**config.mk**
```make
export PLATFORM = sky130hd
export DESIGN_NAME = ip_hdr_check
export DESIGN_NICKNAME = d
export VERILOG_FILES = /design/src/rtl/ip_pkg.sv /design/src/rtl/ip_hdr_check_csum_acc.sv /design/src/rtl/ip_hdr_check.sv
export SDC_FILE = /design/constraint.sdc
export NUM_CORES = 1
export LEC_CHECK = 0
export ABC_AREA = 1
export CORE_ASPECT_RATIO = 1.2
export CORE_MARGIN = 1
export CORE_UTILIZATION = 45
export DETAILED_ROUTE_END_ITERATION = 7
export PLACE_DENSITY = 0.7
export REMOVE_ABC_BUFFERS = 1
export SLEW_MARGIN = 30
export SYNTH_ARGS = -nofsm -noshare
export SYNTH_HDL_FRONTEND = slang
export SYNTH_SLANG_ARGS = --single-unit
export TNS_END_PERCENT = 30
```
**constraint.sdc**
```tcl
create_clock -name clk -period 6.01 [get_ports clk]
set_input_delay 1.202 -clock clk [delete_from_list [all_inputs] [get_ports clk]]
set_output_delay 1.202 -clock clk [all_outputs]
set_load 0.01 [all_outputs]
```
**src/rtl/ip_pkg.sv**
```systemverilog
// Shared IPv4 header constants and the header-checker state encoding.
package ip_pkg;

    localparam logic [3:0] IP_VER4 = 4'd4;
    localparam logic [3:0] IHL_MIN = 4'd5;

    // Byte offsets of captured fields within the header.
    localparam logic [5:0] OFF_TOT_LEN = 6'd2;
    localparam logic [5:0] OFF_PROTO   = 6'd9;
    localparam logic [5:0] OFF_SRC     = 6'd12;
    localparam logic [5:0] OFF_DST     = 6'd16;

    // A header with IHL below the minimum still consumes a minimal header.
    localparam logic [5:0] MIN_HDR_BYTES = 6'd20;

    typedef enum logic [1:0] {
        ST_IDLE  = 2'd0,
        ST_HDR   = 2'd1,
        ST_CHECK = 2'd2
    } state_t;

endpackage

```
**src/rtl/ip_hdr_check_csum_acc.sv**
```systemverilog
// csum_acc: one's-complement checksum accumulator for 16-bit words.
// Words are summed into a 32-bit register; the sum is folded twice and
// a header is valid when the folded result is all ones.
module csum_acc (
    input  logic        clk,
    input  logic        rst,
    input  logic        clr,
    input  logic        word_vld,
    input  logic [15:0] word,
    output logic        pass
);

    logic [31:0] acc_q, acc_d;
    logic [16:0] fold1;
    logic [15:0] fold2;

    // Next accumulator value: clear wins over add.
    always_comb begin
        acc_d = acc_q;
        if (clr) begin
            acc_d = '0;
        end else if (word_vld) begin
            acc_d = acc_q + {16'd0, word};
        end
    end

    // Accumulator register.
    always_ff @(posedge clk or posedge rst) begin
        if (rst) begin
            acc_q <= '0;
        end else begin
            acc_q <= acc_d;
        end
    end

    // Two folds bring any 32-bit sum down to 16 bits without further carry.
    always_comb begin
        fold1 = {1'b0, acc_q[31:16]} + {1'b0, acc_q[15:0]};
        fold2 = fold1[15:0] + {15'd0, fold1[16]};
        pass  = (fold2 == 16'hFFFF);
    end

endmodule

```
**src/rtl/ip_hdr_check.sv**
```systemverilog
// ip_hdr_check: streaming IPv4 header checker. Consumes 4*IHL header bytes,
// captures protocol/length/addresses, and verifies version, IHL and checksum.
// Build option: IP_HDR_CHK_OPT_EN accepts IHL 5..15 (options summed);
// without it any IHL other than 5 is consumed but reported as an error.
//
// state    | meaning
// ST_IDLE  | waiting for din_sop
// ST_HDR   | accepting header bytes, counting to 4*IHL-1
// ST_CHECK | header complete, hdr_done pulses with the result
module ip_hdr_check
    import ip_pkg::*;
#(
    parameter logic [31:0] LOCAL_IP = 32'hC0A8_00C7
) (
    input  logic        clk,
    input  logic        rst,
    input  logic [7:0]  din,
    input  logic        din_vld,
    input  logic        din_sop,
    output logic        hdr_done,
    output logic        hdr_ok,
    output logic        hdr_err,
    output logic [7:0]  protocol,
    output logic [15:0] tot_len,
    output logic [3:0]  hdr_len,
    output logic [31:0] src_ip,
    output logic [31:0] dst_ip,
    output logic        dst_match
);

    state_t      state_q, state_d;
    logic [5:0]  cnt_q, cnt_d;
    logic [5:0]  last_q, last_d;
    logic [7:0]  hi_byte_q, hi_byte_d;
    logic        fmt_ok_q, fmt_ok_d;
    logic        hdr_done_q, hdr_done_d;
    logic [7:0]  protocol_q, protocol_d;
    logic [15:0] tot_len_q, tot_len_d;
    logic [3:0]  hdr_len_q, hdr_len_d;
    logic [31:0] src_ip_q, src_ip_d;
    logic [31:0] dst_ip_q, dst_ip_d;

    logic        accept_sop, accept_byte;
    logic        csum_clr, word_vld, csum_pass;
    logic [5:0]  len_bytes;

    csum_acc u_csum_acc (
        .clk      (clk),
        .rst      (rst),
        .clr      (csum_clr),
        .word_vld (word_vld),
        .word     ({hi_byte_q, din}),
        .pass     (csum_pass)
    );

    // Next-state, byte counting, word pairing and field capture.
    always_comb begin
        state_d    = state_q;
        cnt_d      = cnt_q;
        last_d     = last_q;
        hi_byte_d  = hi_byte_q;
        fmt_ok_d   = fmt_ok_q;
        hdr_done_d = 1'b0;
        protocol_d = protocol_q;
        tot_len_d  = tot_len_q;
        hdr_len_d  = hdr_len_q;
        src_ip_d   = src_ip_q;
        dst_ip_d   = dst_ip_q;
        csum_clr   = 1'b0;
        word_vld   = 1'b0;
        len_bytes  = (din[3:0] < IHL_MIN) ? MIN_HDR_BYTES : {din[3:0], 2'b00};

        accept_sop  = din_vld && din_sop;
        accept_byte = din_vld && !din_sop && (state_q == ST_HDR);

        if (state_q == ST_CHECK) begin
            state_d = ST_IDLE;
        end

        if (accept_sop) begin
            // Byte 0 always restarts, abandoning any header in flight.
            state_d   = ST_HDR;
            cnt_d     = 6'd1;
            last_d    = len_bytes - 6'd1;
            hi_byte_d = din;
            hdr_len_d = din[3:0];
            csum_clr  = 1'b1;
`ifdef IP_HDR_CHK_OPT_EN
            fmt_ok_d  = (din[7:4] == IP_VER4) && (din[3:0] >= IHL_MIN);
`else
            fmt_ok_d  = (din[7:4] == IP_VER4) && (din[3:0] == IHL_MIN);
`endif
        end else if (accept_byte) begin
            cnt_d = cnt_q + 6'd1;
            if (!cnt_q[0]) begin
                hi_byte_d = din;
            end else begin
                word_vld = 1'b1;
            end
            if (cnt_q == OFF_TOT_LEN || cnt_q == OFF_TOT_LEN + 6'd1) begin
                tot_len_d = {tot_len_q[7:0], din};
            end
            if (cnt_q == OFF_PROTO) begin
                protocol_d = din;
            end
            if (cnt_q >= OFF_SRC && cnt_q < OFF_DST) begin
                src_ip_d = {src_ip_q[23:0], din};
            end
            if (cnt_q >= OFF_DST && cnt_q < OFF_DST + 6'd4) begin
                dst_ip_d = {dst_ip_q[23:0], din};
            end
            if (cnt_q == last_q) begin
                state_d    = ST_CHECK;
                hdr_done_d = 1'b1;
            end
        end
    end

    // Single state/datapath register bank.
    always_ff @(posedge clk or posedge rst) begin
        if (rst) begin
            state_q    <= ST_IDLE;
            cnt_q      <= '0;
            last_q     <= '0;
            hi_byte_q  <= '0;
            fmt_ok_q   <= 1'b0;
            hdr_done_q <= 1'b0;
            protocol_q <= '0;
            tot_len_q  <= '0;
            hdr_len_q  <= '0;
            src_ip_q   <= '0;
            dst_ip_q   <= '0;
        end else begin
            state_q    <= state_d;
            cnt_q      <= cnt_d;
            last_q     <= last_d;
            hi_byte_q  <= hi_byte_d;
            fmt_ok_q   <= fmt_ok_d;
            hdr_done_q <= hdr_done_d;
            protocol_q <= protocol_d;
            tot_len_q  <= tot_len_d;
            hdr_len_q  <= hdr_len_d;
            src_ip_q   <= src_ip_d;
            dst_ip_q   <= dst_ip_d;
        end
    end

    // Result flags are only meaningful during the hdr_done pulse.
    assign hdr_done  = hdr_done_q;
    assign hdr_ok    = hdr_done_q && fmt_ok_q && csum_pass;
    assign hdr_err   = hdr_done_q && !hdr_ok;
    assign dst_match = hdr_done_q && (dst_ip_q == LOCAL_IP);
    assign protocol  = protocol_q;
    assign tot_len   = tot_len_q;
    assign hdr_len   = hdr_len_q;
    assign src_ip    = src_ip_q;
    assign dst_ip    = dst_ip_q;

endmodule

```
==> impl_results.md, run 1 <==
- WP data required: 4.81 ns
- Crit Path Category: register to primary output
- H-Tree Depth: 4
- Library cells used by synthesis: 44
- Met3 Usage GRT: 3.34%
- Synth async-reset ratio: 100%
- Dpl hpwl: between 15000 and 20000 um
- First-pass GRT wire length: 33200 um
- Avg WL per Cell: between 10 and 15 um
- Postcts setup bufs: 0
- Gp weighted congestion: about 0.93
- Root buffer cell: clkbuf_16
- Final Hold Vio Count: 0
- Via count: 7119
- Relative slew slack: 47.3%
- Ys flop type: dfrtp_1
- Filler cell count in the final layout: 1598
- Yosys warning total: 0
- I/O pin count: 108
- Number of vias per cell: 5.29
- VDD IR max: 223 uV
- Overall global routing resource usage: 22.4%
- Clock transition at the registers of the reported paths: 0.06 ns
- Critical path endpoint category: primary output
- Tcrit/Tclk final: between 80 and 90%
- Cell area after synthesis: 8110 um2
- Max cap viols: 0
- Pwr Density: 317 nW/um2
- 1st-pass router iterations: 5
- Nets: 1166
- Post-DRT Antenna Nets: 0
- Post-CTS resize count: 0
- Final WL: 20000 um
- Cts bufs inserted: 17
- Final Max Slew Viols: 0
- Setup TNS: 0 ns
- Initial DRC Count: ~480
- Crit path largest cell delay: 0.40 ns
- Min-delay worst type: register to register
- Crit Path Max Fanout: 5
- DRC Markers: 0
- Slowest stage cell, crit path: dfrtp_2
- Non-filler cells, final: 1346
- Syn Inst Count: 1005
- Crit path time final: roughly 5.3 ns
- Post-synth EDFFs: 0
- Crit path DAT: 4.09 ns
- FMAX: roughly 0.19 GHz
- Power Total: between 0.003 and 0.004 W
- Measured slew at the worst slew-check pin: roughly 0.79 ns
- DIE AREA: between 15000 and 20000 um2
- Largest net degree at the start of global routing: 119
- Initial antenna violation count: 0
- Clk sinks: 147
- CTS tree: done
- Met1 usage: 29.1%
- Vias in the first global route: roughly 6600
- Global route hottest layer: met2
- Status: completed
- Leak: 4.94 nW
- RSZ-0062 raised after global routing: false
- Synth Register Bits: 147
- Share of layout cells above drive strength 1: a little under a tenth
- Post-Syn Area per Cell: 8.07 um2
- Post-CTS Hold Buffers: 0
- CORE AREA: approximately 18000 um2
- Deepest clock path buffer count: 2
- M2 GR Usage: between 30% and 40%
- # rows: 53
- # diodes: 0
- Die Wd: around 120 um
- Initial core utilization: a little under half
- Most common cell on crit path: nand3_1
- Clock Latency Late Sink: 0.43 ns
- Sequential element share of the synthesized area: 45.4%
- Area Overhead vs Synth: 23.4%
- Critical Path Start Type: register
- Die height: approximately 150 um
- PortBufs: 107
- Skew final: 0.00663 ns
- Post-placement cell count: 1314
- Final count of negative-setup-slack endpoints: 0
- Gr ovfl total: 0
- Worst Hold Margin: 0.483 ns
## stage by stage
step	util (%)	cell area [um2]	setup slack, ns
after floorplan	-	8020	0.857
after global placement	53.5	9400	0.896
after detailed placement	53.6	9410	0.701
after CTS	56.8	9990	0.224
after global routing	56.9	10000	0.293
final	56.9	10000	0.723
## cells in the final DEF (no fill, tap or decap), drive strengths merged
cell	count
o21ai	102
buf	4
a21o	2
nor4	10
or2	2
nor2	83
dfrtp	147
nand2	280
o21bai	2
fa	2
o31ai	1
and3	2
clkinv	4
ha	39
xnor2	7
mux2	35
clkinvlp	3
xor2	3
a2bb2oi	1
clkbuf	18
a32o	3
nand3b	1
inv	124
dlymetal6s2s	2
nor3b	2
and2	2
o22ai	1
o41ai	1
a21oi	51
nand4	15
o21a	1
a22o	1
nand3	56
o2111ai	1
a21boi	1
clkdlybuf4s50	105
nor3	9
o211ai	3
## final cells by class
class                   count  area [um2]  share of cell area (%)
repair buffers            111        1110                    11.1
well taps                 220         275                    2.75
multi-input cells         719        3920                    39.2
clock inverters            14         136                    1.36
inverters                 117         447                    4.47
clock buffers              18         439                    4.39
flip-flops and latches    147        3680                    36.8
## report_power, final
| part | internal (W) | leakage [nW] | switching, W |
|---|---|---|---|
| Clock | 0.000559 | 0.275 | 0.000466 |
| Combinational | 0.000379 | 2.71 | 0.000518 |
| Sequential | 0.00112 | 1.95 | 0.000129 |
## state kept, by name, summed over array words and instances, names as in the netlist
register	cells
dst_ip	32
src_ip	32
u_csum_acc.acc_q	32
tot_len	16
hi_byte_q	8
protocol	8
cnt_q	6
last_q	5
hdr_len	4
state_q	2
fmt_ok_q	1
hdr_done	1
## worst paths after layout
check                                            end            startpoint  slack (ns)  depth (start not counted)
worst max-delay path                         hdr_err  u_csum_acc.acc_q[16]        0.72                         26
min in group asynchronous                 src_ip[23]                   rst        1.34                          2
worst max register to register  u_csum_acc.acc_q[28]            state_q[1]        3.20                         10
worst min register to register           protocol[3]           protocol[3]        0.48                          2
worst min-delay path                     protocol[3]           protocol[3]        0.48                          2
max in group asynchronous       u_csum_acc.acc_q[16]                   rst        3.67                          3
## logic make-up (layout without fill, tap and decap cells)
family / Yosys count / in the layout / synth area share (%)
AO/OA/AOI/OAI: 171 / 171 / 11.4
buffers and inverters: 139 / 260 / 6.54
adder cells (fa/ha/maj): 41 / 41 / 6.51
XOR/XNOR: 10 / 10 / 1.08
flip-flops: 147 / 147 / 45.4
AND/OR/NAND/NOR: 462 / 462 / 24.2
multiplexers: 35 / 35 / 4.86
## critical path: cells and delay by family, from the launching register on
family	cells	cell delay, ns
simple gates	13	1.22
fa+ha+maj	4	0.95
compound gates	5	0.64
buf+inv	4	0.43
flops	1	0.40
## synth_stat cells, drive strengths merged (3+ instances only)
library cell | number | share of area, %
nand2 | 280 | 13
dfrtp | 147 | 45
inv | 116 | 5.4
o21ai | 102 | 6.4
nor2 | 83 | 4.1
nand3 | 56 | 3.5
a21oi | 51 | 3.1
ha | 39 | 6.0
mux2 | 35 | 4.9
clkbuf | 15 | 0.69
nand4 | 15 | 1.2
nor4 | 10 | 0.77
nor3 | 9 | 0.62
buf | 7 | 0.43
xnor2 | 7 | 0.76
a32o | 3 | 0.37
o211ai | 3 | 0.28
xor2 | 3 | 0.32
## routing by layer
layer,vias up,wire length [um]
met3,34,818
li1,3521,-
met1,3386,9000
met5,-,0
met4,0,490
met2,178,9650
Note: power is estimated with default switching activity, not from simulation.
==> run 2: changes to the inputs <==
CORE_UTILIZATION = 40   (was 45)
PLACE_DENSITY = 0.64   (was 0.7)
clock period = 5 ns   (was 6.01 ns; I/O delays follow)
==> run 2 against run 1 <==
Effect of this change:
- non-clock buffer count is 6 higher
- critical path type unchanged
- flip-flop and latch count stayed put
- die area is 12% higher
- worst hold slack worse by 0.019 ns
- clock-buffer cell count is 1 lower
- total power is 23% higher
- via count is 0.42% lower
- critical path depth stayed put
- sequential share of layout area is 0.67 points lower
- worst setup slack worse by 0.51 ns
- cell area is 1.8% higher
- critical endpoint unchanged
==> impl_results.md, run 2 (synthesis gave the netlist of run 1 again) <==
- Status: completed (unchanged)
- Final Hold Vio Count: 0 (unchanged)
- Deepest clock path buffer count: 2 (unchanged)
- Share of layout cells above drive strength 1: 10.9% (was 9.33%)
- Max cap viols: 0 (unchanged)
- # rows: 56 (was 53)
- Clock Latency Late Sink: 0.43 ns (about the same)
- Min-delay src: last_q[1] (was protocol[3])
- Reg-to-Reg Start: state_q[1] (unchanged)
- Pwr Density: 384 nW/um2 (was 317 nW/um2)
- CORE AREA: 19700 um2 (was 17600 um2)
- Number of vias per cell: 5.09 (was 5.29)
- Largest net degree at the start of global routing: 92 (was 119)
- Crit path largest cell delay: 0.36 ns (was 0.40 ns)
- Clock transition at the registers of the reported paths: 0.07 ns (was 0.06 ns)
- Crit path time final: 4.79 ns
- Final count of negative-setup-slack endpoints: 0 (unchanged)
- Post-CTS Hold Buffers: 0 (unchanged)
- Min-delay worst type: register to register (unchanged)
- Gp weighted congestion: 0.910 (was 0.929)
- FMAX: 0.209 GHz
- Pint: 0.00254 W (was 0.00206 W)
- Crit Path Category: register to primary output (unchanged)
- Crit Path Max Fanout: 4 (was 5)
- First-pass GRT wire length: 33200 um (about the same)
- Commonest non-fill, non-tap cell in the layout: nand2_1 (unchanged)
- Clk network pwr share: 33.7% (was 32.3%)
- Critical path endpoint category: primary output (unchanged)
- # diodes: 0 (unchanged)
- DRC Markers: 0 (unchanged)
- Initial core utilization: 41.2% (was 46.1%)
- Reg2Reg Depth: 10 (unchanged)
- Worst Hold Margin: 0.463 ns (was 0.483 ns)
- Final WL: 20600 um (was 20000 um)
- Final Max Slew Viols: 0 (unchanged)
- Root buffer cell: clkbuf_16 (unchanged)
- Vias in the first global route: 6480 (was 6592)
- Via count: 7089 (was 7119)
- CTS tree: done (unchanged)
- Avg WL per Cell: 14.8 um (about the same)
- Clk sinks: 147 (unchanged)
- Slowest stage cell, crit path: dfrtp_1 (was dfrtp_2)
- Leak: 4.97 nW (was 4.94 nW)
- Die Wd: 132 um (was 125 um)
- Die height: 158 um (was 149 um)
- Nets: 1172 (was 1166)
- Post-place setup slack: 0.0280 ns (was 0.701 ns)
- Crit path launch: u_csum_acc.acc_q[0] (was u_csum_acc.acc_q[16])
- RSZ-0062 raised after global routing: true (was false)
- Relative slew slack: 45.3% (was 47.3%)
- Initial antenna violation count: 0 (unchanged)
- Post-DRT Antenna Nets: 0 (unchanged)
- PortBufs: 107 (unchanged)
- Measured slew at the worst slew-check pin: 0.821 ns (was 0.790 ns)
- DP Area: 9490 um2 (was 9410 um2)
- Hold depth: 2 (unchanged)
- Switching power: 0.00137 W (was 0.00111 W)
- Critical Path Start Type: register (unchanged)
- Gr ovfl total: 0 (unchanged)
- H-Tree Depth: 4 (unchanged)
- Most frequent cells in the layout: 269 x nand2_1, 147 x dfrtp_1, 108 x inv_1 (was 270 x nand2_1, 146 x dfrtp_1, 110 x inv_1)
- Dpl hpwl: 15500 um (was 15100 um)
- Initial DRC Count: 427 (was 477)
- Comb power frac: 28.0% (was 28.2%)
- 1st-pass router iterations: 5 (unchanged)
- Final setup margin: 0.210 ns (was 0.723 ns)
- Final instance area: 10200 um2 (was 10000 um2)
- VDD IR max: 295 uV (was 223 uV)
- Crit path DAT: 3.79 ns (was 4.09 ns)
- Overall global routing resource usage: 20.6% (was 22.4%)
- WP data required: 4.00 ns (was 4.81 ns)
- Skew final: 0.0105 ns (was 0.00663 ns)
- I/O pin count: 108 (unchanged)
- DIE AREA: 20800 um2 (was 18600 um2)
- Cts bufs inserted: 17 (unchanged)
- Sw frac: 35.0% (about the same)
- Area Overhead vs Synth: 25.6% (was 23.4%)
- Flop pwr share: 38.3% (was 39.5%)
- Tcrit/Tclk final: 95.8%
==> run 2: changes by cell type in the layout (fill, tap and decap cells not counted), sizes merged <==
cell	before	now
bufinv	0	1
dlymetal6s2s	2	0
clkbuf	18	19
clkinv	4	8
buf	4	10
inv	124	123
clkinvlp	3	0
==> run 2: path summary, 6_finish.rpt <==
kind	to	slack [ns]
worst max-delay path	hdr_err	0.21
worst min-delay path	last_q[1]	0.46
worst max register to register	u_csum_acc.acc_q[28]	2.04
worst min register to register	last_q[1]	0.46
max in group asynchronous	src_ip[22]	2.97
min in group asynchronous	dst_ip[19]	1.11
==> run 2: cell type report <==
cell class / count / area, um2
inverters: 117 / 444
repair buffers: 117 / 1140
fillers: 1867 / 9500
clock inverters: 15 / 203
clock buffers: 17 / 425
multi-input cells: 719 / 3970
well taps: 261 / 327
flip-flops and latches: 147 / 3680
==> run 2: power groups by stage <==
| stage | Clock [W] | Combinational [W] | Sequential, W |
|---|---|---|---|
| final | 0.00132 | 0.00110 | 0.00150 |
| after global routing | 0.00140 | 0.00123 | 0.00152 |
| after CTS | 0.00134 | 0.00109 | 0.00150 |
| after detailed placement | 0 | 0.00108 | 0.00152 |
| after global placement | 0 | 0.00107 | 0.00152 |
| after floorplan | 0 | 0.000644 | 0.00152 |
==> run 2: layer usage <==
metal | track usage [%] | vias up | wire length, um
li1 | - | 3559 | -
met1 | 26.4 | 3309 | 9530
met2 | 35.3 | 196 | 9850
met3 | 3.49 | 25 | 844
met4 | 6.81 | 0 | 365
met5 | 0 | - | 0
==> run 2: critical path, delay by kind of cell (launching register included) <==
family / cells / cell delay, ns
and+or+nand+nor: 13 / 1.21
buffers and inverters: 4 / 0.32
AOI/OAI and AO/OA: 5 / 0.58
adders and majority gates: 4 / 0.91
DFF: 1 / 0.36
==> run 2: what timing repair did <==
item,in CTS,in global routing
buffers inserted,2,1
gates resized for setup,8,15
pin swaps,5,7
endpoints found under the setup margin,2,2
==> run 2: per-stage QoR <==
step           total power (W)  std cells  utilization [%]  setup TNS [ns]
6_report               0.00391       1393             51.7               0
5_1_grt                0.00415       1393             51.7         -0.0656
4_1_cts                0.00394       1392             51.5               0
3_5_place_dp           0.00260       1358             48.2               0
3_3_place_gp           0.00258       1358             48.1               0
2_1_floorplan          0.00216        983                -               0
==> run 3: changes to the inputs <==
CORE_UTILIZATION = 55   (was 40)
CTS_BUF_LIST = sky130_fd_sc_hd__clkbuf_8   (was not set)
PLACE_DENSITY = 0.83   (was 0.64)
==> run 3 against run 2 <==
Effect of this change:
- clock skew increased by 0.0049 ns
- critical path depth decreased by 3
- register-to-register slack improved by 0.26 ns
- routed wire length decreased by 3.5%
==> impl_results.md, run 3 (synthesis gave the netlist of run 1 again) <==
- Pwr Density: 361 nW/um2 (was 384 nW/um2)
- Share of layout cells above drive strength 1: 11.1% (was 10.9%)
- Max cap viols: 0 (unchanged)
- 1st-pass router iterations: 8 (was 5)
- Leak: 4.86 nW (was 4.97 nW)
- Min-delay worst type: register to register (unchanged)
- Initial DRC Count: 550 (was 427)
- Die height: 135 um (was 158 um)
- Critical R2R Capture: u_csum_acc.acc_q[18] (was u_csum_acc.acc_q[28])
- Crit Path Max Fanout: 6 (was 4)
- Root buffer cell: clkbuf_8 (was clkbuf_16)
- Largest net degree at the start of global routing: 124 (was 92)
- CORE AREA: 14400 um2 (was 19700 um2)
- Crit path DAT: 3.81 ns (was 3.79 ns)
- Final count of negative-setup-slack endpoints: 0 (unchanged)
- Global route hottest layer: met2 (unchanged)
- PortBufs: 107 (unchanged)
- Vias in the first global route: 6786 (was 6480)
- Measured slew at the worst slew-check pin: 0.801 ns (was 0.821 ns)
- Post-place setup slack: -0.0578 ns (was 0.0280 ns)
- Critical-path cell list: ha_1 -> nand2_1 -> nand2_1 -> a21oi_1 -> nand2_2 -> a21oi_2 -> o21ai_2 -> a21oi_2 -> o21bai_1 -> ha_2 -> ha_4 -> nand4_1 -> nor2_1 -> o21ai_0 -> nor2_1 -> nand2_1 -> nor2_1 -> nand3_1 -> nor2_1 -> nand2_1 -> nor2_2 -> nor2_1 -> clkbuf_2
- Filler cell count in the final layout: 1154 (was 1867)
- Skew final: 0.0153 ns (was 0.0105 ns)
- Crit path time final: 4.81 ns (was 4.79 ns)
- Gp weighted congestion: 0.939 (was 0.910)
- Avg WL per Cell: 15.2 um (was 14.8 um)
- Final core occ: 68.5% (was 51.7%)
- Clock transition at the registers of the reported paths: 0.09 ns (was 0.07 ns)
- VDD IR max: 179 uV (was 295 uV)
- Comb power frac: 31.0% (was 28.0%)
- Critical path endpoint category: primary output (unchanged)
- Gr ovfl total: 0 (unchanged)
- FMAX: 0.208 GHz (was 0.209 GHz)
- Min-delay src: last_q[1] (unchanged)
- Crit Path Category: register to primary output (unchanged)
- Pint: 0.00224 W (was 0.00254 W)
- H-Tree Depth: 4 (unchanged)
- WP data required: 4.00 ns (about the same)
- Clk network pwr share: 26.9% (was 33.7%)
- Hold depth: 2 (unchanged)
- Tcrit/Tclk final: 96.2% (was 95.8%)
- Reg2Reg Depth: 14 (was 10)
- Number of vias per cell: 5.51 (was 5.09)
- I/O pin count: 108 (unchanged)
- Area Overhead vs Synth: 21.8% (was 25.6%)
- DRC Markers: 0 (unchanged)
- Post-DRT Antenna Nets: 0 (unchanged)
- Met1 usage: 34.1% (was 26.4%)
- Cts bufs inserted: 17 (unchanged)
- Crit path largest cell delay: 0.44 ns (was 0.36 ns)
- Deepest clock path buffer count: 2 (unchanged)
- R2r setup slk: 2.30 ns (was 2.04 ns)
- # diodes: 0 (unchanged)
- Dpl hpwl: 14700 um (was 15500 um)
- # rows: 48 (was 56)
- Final setup margin: 0.192 ns (was 0.210 ns)
- Overall global routing resource usage: 27.3% (was 20.6%)
- Clock Latency Late Sink: 0.45 ns (was 0.43 ns)
- Die Wd: 113 um (was 132 um)
- Flop pwr share: 42.2% (was 38.3%)
- Initial core utilization: 56.3% (was 41.2%)
- Initial antenna violation count: 0 (unchanged)
- Final Max Slew Viols: 0 (unchanged)
- Area taken by multi-input logic gates: 3960 um2 (was 3970 um2)
- DIE AREA: 15200 um2 (was 20800 um2)
- Reg-to-Reg Start: u_csum_acc.acc_q[0] (was state_q[1])
- Switching power: 0.00132 W (was 0.00137 W)
- Status: completed (unchanged)
- Commonest non-fill, non-tap cell in the layout: nand2_1 (unchanged)
- Slowest stage cell, crit path: dfrtp_1 (unchanged)
- Final Hold Vio Count: 0 (unchanged)
- CTS tree: done (unchanged)
- Final WL: 19900 um (was 20600 um)
- Most common cell on crit path: nor2_1
- M2 GR Usage: 45.4% (was 35.3%)
- Met3 Usage GRT: 4.31% (was 3.49%)
- Via count: 7213 (was 7089)
- Clk sinks: 147 (unchanged)
- Hold Crit Endpoint: last_q[1] (unchanged)
- RSZ-0062 raised after global routing: true (unchanged)
- First-pass GRT wire length: 32500 um (was 33200 um)
- Post-CTS Hold Buffers: 0 (unchanged)
- Sw frac: 37.0% (was 35.0%)
- Register area: 3680 um2 (about the same)
- Critical Path Start Type: register (unchanged)
- Nets: 1174 (was 1172)
- Most frequent cells in the layout: 270 x nand2_1, 146 x dfrtp_1, 108 x inv_1 (was 269 x nand2_1, 147 x dfrtp_1, 108 x inv_1)
- Relative slew slack: 46.6% (was 45.3%)
[run 3: changes by cell type in the layout (fill, tap and decap cells not counted), moves of 2 or more]
cell / change
clkbuf_16: -17
clkinvlp_4: +2
clkbuf_8: +17
clkinv_8: -2
buf_4: +2
[run 3: through the flow]
stage	TNS (ns)	std cells	hold slack, ns	power [W]	instance area, um2
2_1_floorplan	0	983	0.432	0.00216	8020
3_3_place_gp	0	1271	0.449	0.00256	9360
3_5_place_dp	-0.115	1271	0.451	0.00259	9370
4_1_cts	0	1308	0.474	0.00356	9840
5_1_grt	-0.229	1309	0.520	0.00377	9880
6_report	0	1309	0.474	0.00356	9880
[run 3: repair_timing]
action	in CTS	in global routing
pin swaps	6	11
hold endpoints to repair	0	0
setup endpoints to repair	2	2
resized for setup	10	15
setup buffers	5	1
[run 3: cell type report]
type | instances | area share, %
multi-input cells | 719 | 40.1
flip-flops and latches | 147 | 37.3
clock buffers | 17 | 2.37
inverters | 117 | 4.52
well taps | 175 | 2.22
clock inverters | 15 | 1.87
repair buffers | 119 | 11.7
[run 3: how the worst max path moves through the flow]
stage	to	slack [ns]	cells past startpoint	from
after floorplan	cnt_q[0]	0.05	1	rst
after global placement	hdr_err	0.12	27	u_csum_acc.acc_q[16]
after detailed placement	hdr_err	-0.06	27	u_csum_acc.acc_q[16]
after CTS	hdr_err	0.02	26	u_csum_acc.acc_q[16]
after global routing	hdr_err	-0.13	26	u_csum_acc.acc_q[16]
final	hdr_err	0.19	23	u_csum_acc.acc_q[21]
[run 3: power groups by stage]
stage | registers (W) | clock network, W | logic, W
2_1_floorplan | 0.00152 | 0 | 0.000644
3_3_place_gp | 0.00152 | 0 | 0.00104
3_5_place_dp | 0.00152 | 0 | 0.00106
4_1_cts | 0.00150 | 0.000974 | 0.00109
5_1_grt | 0.00152 | 0.00103 | 0.00123
6_report | 0.00150 | 0.000958 | 0.00110
[run 3: critical path: cells and delay by family (launching register included)]
kind,cells,cell delay [ns]
flip-flops,1,0.44
buffers and inverters,1,0.12
adder cells (fa/ha/maj),3,0.86
AND/OR/NAND/NOR,13,1.13
AO/OA/AOI/OAI,6,0.81
[run 3: metal layers]
| layer | routed length [um] | share of wire (%) |
|---|---|---|
| met5 | 0 | 0 |
| met4 | 865 | 4.4 |
| met1 | 8340 | 42 |
| met2 | 9640 | 49 |
| met3 | 1030 | 5.2 |
